<file path="src/rtl/rtc_pkg.sv">
// ---------------------------------------------------------------------------
// rtc_pkg
// Shared types and constants for the BCD time-of-day clock.
//   rtc_state_t : mode FSM states (RUN, SET_HR, SET_MIN)
//   bcd_digit_t : one 4-bit BCD digit
//   bcd_pair_t  : a tens/ones digit pair (seconds, minutes or hours)
//   SEG_LUT     : active-high {g,f,e,d,c,b,a} patterns for digits 0..9
//   SEG_BLANK   : active-high "all segments off"
//   BCD_BLANK   : out-of-range code the decoder renders as blank
//   bcd_inc59() : increment a 00..59 pair with wrap, no carry out
// ---------------------------------------------------------------------------
package rtc_pkg;

  typedef enum logic [1:0] {
    RUN     = 2'd0,
    SET_HR  = 2'd1,
    SET_MIN = 2'd2
  } rtc_state_t;

  typedef logic [3:0] bcd_digit_t;

  typedef struct packed {
    bcd_digit_t tens;
    bcd_digit_t ones;
  } bcd_pair_t;

  localparam logic [6:0] SEG_LUT [10] = '{
    7'h3F, 7'h06, 7'h5B, 7'h4F, 7'h66,
    7'h6D, 7'h7D, 7'h07, 7'h7F, 7'h6F
  };

  localparam logic [6:0] SEG_BLANK = 7'h00;

  // Any code above 9 decodes to blank; blinking reuses this instead of a
  // separate blank path through the decoder.
  localparam bcd_digit_t BCD_BLANK = 4'hF;

  function automatic bcd_pair_t bcd_inc59(input bcd_pair_t v);
    bcd_pair_t r;
    r = v;
    if (v.ones == 4'd9) begin
      r.ones = 4'd0;
      r.tens = (v.tens == 4'd5) ? 4'd0 : v.tens + 4'd1;
    end else begin
      r.ones = v.ones + 4'd1;
    end
    return r;
  endfunction

endpackage

</file>
<file path="src/rtl/rtc_hms_display_seg7_decoder.sv">
// ---------------------------------------------------------------------------
// seg7_decoder
// BCD digit to seven-segment pattern, bit order {g,f,e,d,c,b,a}.
//   digit : BCD code; 10..15 render as blank
//   seg   : pattern, inverted when SEG_ACTIVE_LOW=1
// ---------------------------------------------------------------------------
module seg7_decoder
  import rtc_pkg::*;
#(
  parameter bit SEG_ACTIVE_LOW = 1'b1
) (
  input  bcd_digit_t  digit,
  output logic [6:0]  seg
);

  logic [6:0] pattern;

  // NOTE: every signal written in always_comb gets a default first so no
  // path leaves it unassigned; otherwise synthesis infers a latch.
  always_comb begin
    pattern = SEG_BLANK;
    if (digit <= 4'd9) pattern = SEG_LUT[digit];
  end

  assign seg = SEG_ACTIVE_LOW ? ~pattern : pattern;

endmodule

</file>
<file path="src/rtl/rtc_hms_display.sv">
// ---------------------------------------------------------------------------
// rtc_hms_display
// BCD time-of-day clock (HH:MM:SS) with tick prescaler, 12/24 h mode,
// button-driven time set and a midnight pulse, driving six 7-seg digits.
//   clk        : system clock
//   rst        : synchronous active-high reset
//   btn_mode   : debounced pulse, RUN -> SET_HR -> SET_MIN -> RUN
//   btn_inc    : debounced pulse, increments the field being set
//   seg[41:0]  : six digit patterns, [6:0]=sec ones ... [41:35]=hr tens
//   pm         : PM flag (0 when HOUR_12=0)
//   day_pulse  : one cycle on the midnight rollover
//   set_active : high while setting hours or minutes
// Optional build macro RTC_SET_BLINK_EN: blinks the digits being edited
// and lets btn_inc restart the blink phase.
// ---------------------------------------------------------------------------
module rtc_hms_display
  import rtc_pkg::*;
#(
  parameter int TICK_DIV       = 50_000_000,
  parameter bit HOUR_12        = 1'b0,
  parameter bit SEG_ACTIVE_LOW = 1'b1
) (
  input  logic        clk,
  input  logic        rst,
  input  logic        btn_mode,
  input  logic        btn_inc,
  output logic [41:0] seg,
  output logic        pm,
  output logic        day_pulse,
  output logic        set_active
);

  localparam int              CNT_W    = $clog2(TICK_DIV);
  localparam logic [CNT_W-1:0] CNT_MAX = CNT_W'(TICK_DIV - 1);
  localparam bcd_pair_t       HR_RESET = HOUR_12 ? 8'h12 : 8'h00;

  rtc_state_t       state_q, state_d;
  logic [CNT_W-1:0] cnt_q;
  bcd_pair_t        sec_q, min_q, hr_q, hr_nxt;
  logic             pm_q, pm_nxt, hr_day, day_q;
  logic             tick, run_tick, mode_exit, inc_hr, inc_min;
  logic             blink_off, blink_restart;
  bcd_digit_t       disp [6];
  logic [41:0]      seg_d;

  assign tick = (cnt_q == CNT_MAX);

  // Mode FSM: state register.
  always_ff @(posedge clk) begin
    if (rst) state_q <= RUN;
    else     state_q <= state_d;
  end

  // Mode FSM: next state and per-cycle actions. btn_mode always wins over
  // btn_inc; a RUN tick in the same cycle as btn_mode is still applied.
  always_comb begin
    state_d   = state_q;
    run_tick  = 1'b0;
    mode_exit = 1'b0;
    inc_hr    = 1'b0;
    inc_min   = 1'b0;
    case (state_q)
      RUN: begin
        run_tick = tick;
        if (btn_mode) state_d = SET_HR;
      end
      SET_HR: begin
        if (btn_mode) state_d = SET_MIN;
        else          inc_hr  = btn_inc;
      end
      SET_MIN: begin
        if (btn_mode) begin
          state_d   = RUN;
          mode_exit = 1'b1;
        end else begin
          inc_min = btn_inc;
        end
      end
      default: state_d = RUN;
    endcase
  end

  // Next hour value, shared by the RUN carry and the SET_HR increment.
  // hr_day marks the wrap that counts as midnight.
  always_comb begin
    hr_nxt = hr_q;
    pm_nxt = pm_q;
    hr_day = 1'b0;
    if (HOUR_12) begin
      if (hr_q == 8'h12) begin
        hr_nxt = 8'h01;
      end else if (hr_q == 8'h11) begin
        hr_nxt = 8'h12;
        pm_nxt = ~pm_q;
        hr_day = pm_q;
      end else if (hr_q.ones == 4'd9) begin
        hr_nxt = 8'h10;
      end else begin
        hr_nxt.ones = hr_q.ones + 4'd1;
      end
    end else begin
      if (hr_q == 8'h23) begin
        hr_nxt = 8'h00;
        hr_day = 1'b1;
      end else if (hr_q.ones == 4'd9) begin
        hr_nxt.tens = hr_q.tens + 4'd1;
        hr_nxt.ones = 4'd0;
      end else begin
        hr_nxt.ones = hr_q.ones + 4'd1;
      end
    end
  end

`ifdef RTC_SET_BLINK_EN
  assign blink_off     = (state_q != RUN) && (cnt_q >= CNT_W'(TICK_DIV / 2));
  assign blink_restart = inc_hr || inc_min;
`else
  assign blink_off     = 1'b0;
  assign blink_restart = 1'b0;
`endif

  // Time counters and prescaler. Carries ripple combinationally so every
  // digit moves on the same edge.
  // NOTE: sequential state uses non-blocking assignments only, so every
  // right-hand side reads the pre-edge value regardless of statement order.
  always_ff @(posedge clk) begin
    if (rst) begin
      cnt_q <= '0;
      sec_q <= '0;
      min_q <= '0;
      hr_q  <= HR_RESET;
      pm_q  <= 1'b0;
      day_q <= 1'b0;
    end else begin
      day_q <= 1'b0;
      if (tick || mode_exit || blink_restart) cnt_q <= '0;
      else                                    cnt_q <= cnt_q + 1'b1;

      if (run_tick) begin
        sec_q <= bcd_inc59(sec_q);
        if (sec_q == 8'h59) begin
          min_q <= bcd_inc59(min_q);
          if (min_q == 8'h59) begin
            hr_q  <= hr_nxt;
            pm_q  <= pm_nxt;
            day_q <= hr_day;
          end
        end
      end
      if (inc_min) min_q <= bcd_inc59(min_q);
      if (inc_hr) begin
        hr_q <= hr_nxt;
        pm_q <= pm_nxt;
      end
      if (mode_exit) sec_q <= '0;
    end
  end

  assign day_pulse = day_q;

  always_comb begin
    disp[0] = sec_q.ones;
    disp[1] = sec_q.tens;
    disp[2] = min_q.ones;
    disp[3] = min_q.tens;
    disp[4] = hr_q.ones;
    disp[5] = hr_q.tens;
    if (blink_off && state_q == SET_MIN) begin
      disp[2] = BCD_BLANK;
      disp[3] = BCD_BLANK;
    end
    if (blink_off && state_q == SET_HR) begin
      disp[4] = BCD_BLANK;
      disp[5] = BCD_BLANK;
    end
  end

  for (genvar i = 0; i < 6; i++) begin : g_dec
    seg7_decoder #(.SEG_ACTIVE_LOW(SEG_ACTIVE_LOW)) u_dec (
      .digit (disp[i]),
      .seg   (seg_d[i*7 +: 7])
    );
  end

  always_ff @(posedge clk) begin
    if (rst) begin
      pm         <= 1'b0;
      set_active <= 1'b0;
    end else begin
      pm         <= HOUR_12 ? pm_q : 1'b0;
      set_active <= (state_q != RUN);
    end
  end

  // NOTE: seg is reloaded from the counters every cycle, so it needs no
  // reset; it shows the reset time one edge after rst is sampled.
  always_ff @(posedge clk) begin
    seg <= seg_d;
  end

endmodule

</file>
<file path="config.mk">
export PLATFORM = sky130hd
export DESIGN_NAME = rtc_hms_display
export DESIGN_NICKNAME = d
export VERILOG_FILES = /design/src/rtl/rtc_pkg.sv /design/src/rtl/rtc_hms_display_seg7_decoder.sv /design/src/rtl/rtc_hms_display.sv
export SDC_FILE = /design/constraint.sdc
export NUM_CORES = 1
export LEC_CHECK = 0
export ABC_CLOCK_PERIOD_IN_PS = 2650
export BUFFER_PORTS_ARGS = -buffer_cell sky130_fd_sc_hd__buf_2
export CAP_MARGIN = 10
export CORE_ASPECT_RATIO = 0.75
export CORE_MARGIN = 2
export CORE_UTILIZATION = 59
export DETAILED_ROUTE_END_ITERATION = 8
export PLACE_DENSITY = 0.8
export RECOVER_POWER = 50
export SLEW_MARGIN = 40
export SYNTH_ARGS = -nofsm -noshare
export SYNTH_HDL_FRONTEND = slang
export SYNTH_SLANG_ARGS = --single-unit
</file>
<file path="constraint.sdc">
create_clock -name clk -period 2.65 [get_ports clk]
set_clock_uncertainty 0.1 [all_clocks]
set_input_delay 0.795 -clock clk [delete_from_list [all_inputs] [get_ports clk]]
set_output_delay 0.795 -clock clk [all_outputs]
set_load 0.02 [all_outputs]
</file>
[After elaboration in Yosys (flattened, before gate mapping)]
Memories as Yosys holds them, arrays and structs flattened.
Cells that the tools add are included.
Operators by class
  add/subtract/negate cells: 7
  multipliers: 0
  div/mod/pow operators: 0
  order comparisons: 12
  equality and inequality tests: 14
  shift operators: 0
  muxes and demuxes: 44
  bitwise operators: 15
  reduce and logical (&&, ||, !) cells: 15
Operator list (number)
  $mux W7: 18
  $mux W8: 8
  $not A7 Y7: 6
  $ge A5 B5 Y1 const B: 6
  $not A4 Y5: 6
  $mux W4: 7
  $add A26 B1 Y26 const B: 1
  $eq A26 B26 Y1 const B: 1
  $add A4 B1 Y4 const B: 6
  $le A4 B4 Y1 const B: 6
  $eq A8 B7 Y1 const B: 2
  $eq A4 B4 Y1 const B: 3
  $reduce_bool A2 Y1: 6
  $eq A4 B3 Y1 const B: 2
  $eq A8 B6 Y1 const B: 1
  $mux W1: 7
  $mux W2: 3
  $ne A2 B2 Y1 const B: 3
  $pmux W2 S3: 1
  $reduce_and A3 Y1: 2
  $reduce_and A2 Y1: 2
  $reduce_or A2 Y1: 2
  $reduce_or A4 Y1: 1
  $not A1 Y1: 3
  other kinds (4): 4
Word-level totals
  register bits after elaboration: 96
  latch bits: 0
  memory bits (writable): 0
  ROM bits: 672
  input bits: 4
  output and inout port bits: 45
  logic and storage cells: 124
  memories: 6
Memory list
  (name not given): depth 16, bits a word 7, rd ports 1, clocked after memory_dff 0, wr ports 0, RTL line rtc_hms_display_seg7_decoder.sv:22  | if (digit <= 4'd9) pattern = SEG_LUT[digit];
  (name not given): depth 16, bits a word 7, rd ports 1, clocked after memory_dff 0, wr ports 0, RTL line rtc_hms_display_seg7_decoder.sv:22
  (name not given): depth 16, bits a word 7, rd ports 1, clocked after memory_dff 0, wr ports 0, RTL line rtc_hms_display_seg7_decoder.sv:22
  (name not given): depth 16, bits a word 7, rd ports 1, clocked after memory_dff 0, wr ports 0, RTL line rtc_hms_display_seg7_decoder.sv:22
  (name not given): depth 16, bits a word 7, rd ports 1, clocked after memory_dff 0, wr ports 0, RTL line rtc_hms_display_seg7_decoder.sv:22
  (name not given): depth 16, bits a word 7, rd ports 1, clocked after memory_dff 0, wr ports 0, RTL line rtc_hms_display_seg7_decoder.sv:22

[Depth between registers and ports, before layout]
Gate-level depths: netlist of the first run.
  depth in word-level cells: 7
  gate-level depth with buffers: 8
  mapped depth without buffers: 7

[By module]
Synthesis of the first run repeated with hierarchy kept, for this count alone.
Second synthesis, totals
  cell total of the unflattened synthesis: 556
  area total of the unflattened synthesis: 5142.4 sq um
Modules (own cells, without submodules)
  rtc_hms_display: times used 1, cells each 376, area an instance 3618.5 sq um, sequential area each 1921.8 sq um
  seg7_decoder: times used 6, cells each 30, area an instance 254.0 sq um, sequential area each 0.0 sq um

[Least setup slack after synthesis of the first run]
Ideal clock, no wire load.
  kind: input -> register
  from: input btn_mode
  to: register hr_q, in the netlist disp[3]
  library setup time: 121 ps
  arrival time: 2088 ps
  required time: 2429 ps
  path slack: 341 ps
  cell stages on the path: 5
  buffers on the path: 1
  path through: clkbuf_1 nor4bb_1 nand3_1 o21ai_0 mux2_2
On the way
  longest elaborated chain between the ends: 4
  elaborated cells on any way between the ends: 7
  those cells by class: mux (3); reduce/logical (4)
RTL lines
  start: declaration: RTL line rtc_hms_display.sv:25  | input logic btn_mode,
  $mux W1 *: RTL line rtc_hms_display.sv:68  | if (btn_mode) state_d = SET_MIN;
  $mux W1 *: RTL line rtc_hms_display.sv:62  | case (state_q)
  $reduce_bool A2 Y1 (no line)
  $reduce_and A3 Y1 (no line)
  end signal: assignment: RTL line rtc_hms_display.sv:144  | hr_q <= hr_nxt;
  end signal: assignment: RTL line rtc_hms_display.sv:152  | hr_q <= hr_nxt;
  end: declaration: RTL line rtc_hms_display.sv:39  | bcd_pair_t sec_q, min_q, hr_q, hr_nxt;
Every way passes the cells marked *; elsewhere a longest branch is shown, timed or not.
A chain may end at the register's enable or synchronous reset.

[Worst setup path after layout of the first run]
  from: register sec_q, in the netlist disp[17]
  to: register hr_q, in the netlist disp[6]
On the way
  longest elaborated chain between the ends: 3
RTL lines
  start: declaration: RTL line rtc_hms_display.sv:39
  start signal: assignment: RTL line rtc_hms_display.sv:140  | sec_q <= bcd_inc59(sec_q);
  $eq A8 B7 Y1: RTL line rtc_hms_display.sv:141  | if (sec_q == 8'h59) begin
  $reduce_bool A2 Y1 (no line)
  $reduce_and A3 Y1 (no line)
Every way passes these cells.

==> results of run 1 <==
worst max path at each step:
stage | slack [ns] | endpoint | cells after the start
after CTS | 0.35 | disp[6] | 7
final | 0.32 | disp[6] | 7
after global placement | 0.43 | disp[6] | 7
after floorplan | 0.34 | disp[3] | 5
after global routing | 0.07 | disp[14] | 7
after detailed placement | 0.38 | disp[2] | 7
Yosys cell counts (2+ instances only):
master,n,area share (%)
nand3_1,21,2.2
or3_1,4,0.52
and4_1,3,0.55
nand4_1,11,1.4
or2_2,2,0.26
nand2_1,46,3.6
buf_2,3,0.31
a22oi_1,10,1.6
a21oi_1,40,4.2
nor4_1,8,1.0
nor2b_1,2,0.26
xnor2_1,20,3.7
xor2_1,6,1.1
o41ai_1,4,0.73
o21ai_0,35,3.7
a41o_1,3,0.63
inv_1,33,2.6
o31ai_1,4,0.63
and4_2,3,0.63
nor3_1,18,1.9
o2111ai_1,3,0.55
o211ai_1,5,0.79
nand2b_1,3,0.39
and3b_1,2,0.37
nor2_1,76,6.0
dfxtp_1,96,40
nand3b_1,6,0.94
or4_1,3,0.47
mux2i_1,3,0.63
clkbuf_1,16,1.3
and3_1,6,0.79
nor3_2,2,0.42
ha_1,43,11
o32ai_1,2,0.37
power breakdown:
part / switching, mW / internal [mW] / total, mW / leakage (nW)
Sequential: 0.0205 / 1.47 / 1.49 / 0.776
Clock: 0.496 / 0.514 / 1.01 / 0.109
Combinational: 0.0954 / 0.0418 / 0.137 / 1.17
cell type report:
cell class,instances,area [µm²]
sequential,96,1922
timing repair buffer,57,246.5
inverter,34,127.6
clock buffer,12,165.2
clock inverter,4,51.30
fill,680,2580
multi-input combinational,412,2624
tap,105,131.4
state kept, by name (all words and copies together), names as in the netlist:
name and flops:
seg 42, cnt_q 26, disp 24, state_q 2, day_pulse 1, set_active 1
stage by stage:
| stage | util [%] | instance area (µm²) | setup slack (ns) |
|---|---|---|---|
| finish | 67.12 | 5268 | 0.3202 |
| global route | 67.12 | 5268 | 0.06582 |
| CTS | 67.94 | 5331 | 0.3542 |
| detailed placement | 65.18 | 5115 | 0.3789 |
| global placement | 65.18 | 5115 | 0.4332 |
| floorplan | - | 4767 | 0.3409 |
critical path, cell delays in order (launching register included):
cell,delay (ns)
dfxtp_1,0.38
inv_1,0.14
ha_1,0.18
nand3b_1,0.22
nor3_1,0.43
and4_2,0.35
nor4_1,0.07
a311o_1,0.35
layer usage:
layer / share of wire, % / up-vias / GRT usage [%]
met5: 0 / - / 0
li1: - / 2060 / -
met3: 5.8 / 10 / 4.841
met4: 0.88 / 0 / 7.436
met2: 45 / 124 / 38.43
met1: 49 / 1848 / 30.92
logic make-up after synthesis:
logic type | synth area share, %
and+or+nand+nor | 23.54
AOI/OAI and AO/OA | 14.49
DFF | 40.31
buffers and inverters | 4.646
adders and majority gates | 11.29
xor gates and xnor gates | 4.777
muxes | 0.8662
other | 0.07866
==> flow_summary.ini, run 1 <==
[drt]
dr.pass1.iters = 4
drc_errors = 0
vias = 4042
drt_iter0_drc = 208
wl_per_cell_um = 13.71
ant_nets = 0
wl_um = 9874
viasPerCell = 5.614

[global_routing]
antenna_found_initial = 0
grt_overflow = 0
grt_max_degree = 26
grt_pass1_wl_um = 16590
track_usage_pct = 23.33
grt_pass1_vias = 3633

[worst_setup_path]
critPathRequiredTime_ns = 2.81
endpoint_kind = flop
ff2ff_path_depth = 7
rrSetupSlack_ns = 0.32
timing.rr.start = disp[17]
r2r_end = disp[6]
crit_path_start_kind = flop
critPathMaxFanout = 7
startpoint = disp[17]
crit_type = flop to flop
crit_arrival_ns = 2.49

[final_layout]
final_common_cell = dfxtp_1
fin_nets = 657
final_cells = 720
final_cell_mix = dfxtp_1, nor2_1, clkbuf_1
final_layout_size_suffix_gt1_share_pct = 6.179
insertedDiodeCount = 0
synthToLayoutAreaGrowth_pct = 10.50

[timing]
fmax_mhz = 429.2
finalMaxSlewViolations = 0
setup_tns_ns = 0
hold_slack_ns = 0.3665
timing_hold_violations_final = 0
fin_crit_sh_pct = 87.92
rsz0062_at_grt = false
tightestPinTransition_ns = 1.098
timing.slew.headroom_pct = 26.78
period_needed_ns = 2.330
setup_viol = 0

[floorplanning]
dieWidth_um = 107.8
die_y_um = 81.85
io_pins = 49
rows = 28
dieArea_mm2 = 0.008822
core-area_mm2 = 0.007848
start_util_pct = 60.75

[clock_tree]
clk_pin_slew_ns = 0.09
cts_max_level = 3
cts_sinks = 96
clockRootBuffer = clkbuf_8
cts_resized = 0
post_cts_buffers = 0
cts_tree = built
cts_buffers = 9
cts_max_path_buffers = 2
clock_latency_ns = 0.37
ctsHoldBuffers = 0

[yosys]
synthCells = 563
synth_nets = 610
ys.flop_type = dfxtp_1
async_flop_share_pct = 0
avgSynthCellArea_um2 = 8.467
ys_warn_count = 0
ys_types = 55
netlist_area_mm2 = 0.004767
synth-edff-count = 0
seq_area_frac_synth_pct = 40.31
ys_ff_latch = 96

[placement]
gp_congestion = 0.8335
dp_hpwl_um = 6925
dp.cells = 704
io_buffers = 47

[min_path]
hp-class = flop to flop
min_from = cnt_q[0]
min_to = cnt_q[0]
worstHoldPathCells = 1

[power_and_ir_drop]
p_leak_nw = 2.055
power_density_mw_per_mm2 = 500.8
total_power_mw = 2.638
peakVddDrop_mv = 0.4132

[flow_run]
cap_violations = 0

[status]
status = complete, no violations
No activity file was read; power rests on OpenSTA's default activity.
==> run 2, diff against run 1 <==
Settings changed: CAP_MARGIN 10 to not set, CORE_ASPECT_RATIO 0.75 to not set.
==> flow_summary.ini, run 2 (synthesis results as in run 1) <==
[floorplanning]
rows = 32
io_pins = 49
core-area_mm2 = 0.007767
dieArea_mm2 = 0.008814
dieWidth_um = 93.89
die_y_um = 93.89
start_util_pct = 61.37

[timing]
rsz0062_at_grt = false
tightestPinTransition_ns = 1.036
timing_hold_violations_final = 0
finalMaxSlewViolations = 0
period_needed_ns = 2.463
timing.slew.headroom_pct = 30.91
setup_viol = 0
setup_tns_ns = 0
hold_slack_ns = 0.3656
fmax_mhz = 406.1
fin_crit_sh_pct = 92.93

[worst_setup_path]
critPathRequiredTime_ns = 2.80
crit_arrival_ns = 2.61
crit_type = flop to flop
endpoint_kind = flop
crit_path_start_kind = flop
cpPeakStageDelay_ns = 0.41
crit_chain = inv_1, ha_1, nand3b_1, nor3_1, and4_2, nor2_1, o41ai_1
crit_slowest_cell = nor3_1
critPathMaxFanout = 7

[final_layout]
fillers = 657
synthToLayoutAreaGrowth_pct = 10.84
insertedDiodeCount = 0
top_register = seg
fin_nets = 659
final_area_mm2 = 0.005284
post-route-util_pct = 68.03
largest_register_ffs = 42
final_layout_size_suffix_gt1_share_pct = 6.321
final_cell_mix = dfxtp_1, nor2_1, clkbuf_1
multi_input_area_mm2 = 0.002624
regArea_mm2 = 0.001922
final_common_cell = dfxtp_1

[placement]
dp_hpwl_um = 7003
io_buffers = 47
gp_congestion = 0.8264
dpl_cell_area_mm2 = 0.005126

[global_routing]
grt_pass1_wl_um = 16380
track_usage_pct = 22.85
grt_pass1_vias = 3759
antenna_found_initial = 0
grt_overflow = 0
grt_max_degree = 26

[clock_tree]
ctsHoldBuffers = 0
clock_latency_ns = 0.36
cts_resized = 0
cts_tree = built
cts_sinks = 96
cts_max_path_buffers = 2
clockRootBuffer = clkbuf_8
clk_pin_slew_ns = 0.09
cts_buffers = 9
post_cts_buffers = 0
cts_max_level = 3

[status]
status = complete, no violations

[drt]
wl_um = 9689
wl_per_cell_um = 13.48
drc_errors = 0
drt_iter0_drc = 241
viasPerCell = 5.616
ant_nets = 0
dr.pass1.iters = 5
vias = 4038

[power_and_ir_drop]
power_density_mw_per_mm2 = 506.6
p_leak_nw = 2.062
peakVddDrop_mv = 0.3255

[min_path]
hp-class = flop to flop

[flow_run]
cap_violations = 0
==> run 2: cell count changes in the layout (fill, tap and decap cells not counted), sizes merged <==
| cell | previous run | this run |
|---|---|---|
| buf | 10 | 12 |
| bufinv | 1 | 2 |
| clkbuf | 59 | 58 |
| clkinv | 3 | 2 |
| clkinvlp | 1 | 2 |
==> run 2: metal layers <==
layer	track usage, %	share of wire (%)	vias to the layer above	wire (µm)
li1	-	-	2072	-
met1	27.87	44	1860	4238
met2	39.70	51	89	4903
met3	3.852	4.0	17	390
met4	9.541	1.6	0	157
met5	0	0	-	0
==> run 2: final cells by class <==
class | instances | area share, %
Tap cell | 102 | 2.415
Inverter | 34 | 2.415
Clock buffer | 11 | 2.676
Timing Repair Buffer | 59 | 4.949
Multi-Input combinational cell | 412 | 49.66
Clock inverter | 5 | 1.516
Sequential cell | 96 | 36.37
==> run 2: worst paths after layout <==
check	start	to	slack (ns)	depth (start not counted)
max	disp[17]	disp[4]	0.19	7
min	cnt_q[0]	cnt_q[0]	0.37	1
max reg2reg	disp[17]	disp[4]	0.19	7
min reg2reg	cnt_q[0]	cnt_q[0]	0.37	1
==> run 2: report_power, final <==
group	leakage (nW)	switching (mW)	total, mW	internal, mW
clock network	0.106	0.494	1.05	0.556
logic	1.18	0.0941	0.137	0.0432
registers	0.776	0.0192	1.49	1.47
total	2.06	0.607	2.68	2.07
==> run 2: worst max-delay path, delay by kind of cell, from the launching register on <==
kind	cells	cell delay, ns
buffers and inverters	1	0.15
AOI/OAI and AO/OA	1	0.32
and+or+nand+nor	4	1.09
adders and majority gates	1	0.29
DFF	1	0.39
==> run 2: through the flow <==
step | setup slack (ns) | power, mW | std cells
finish | 0.1874 | 2.677 | 719
floorplan | 0.3409 | 1.622 | 563
detailed placement | 0.2443 | 1.666 | 703
CTS | 0.2003 | 2.694 | 719
global placement | 0.3938 | 1.660 | 703
global route | 0.002436 | 2.769 | 719
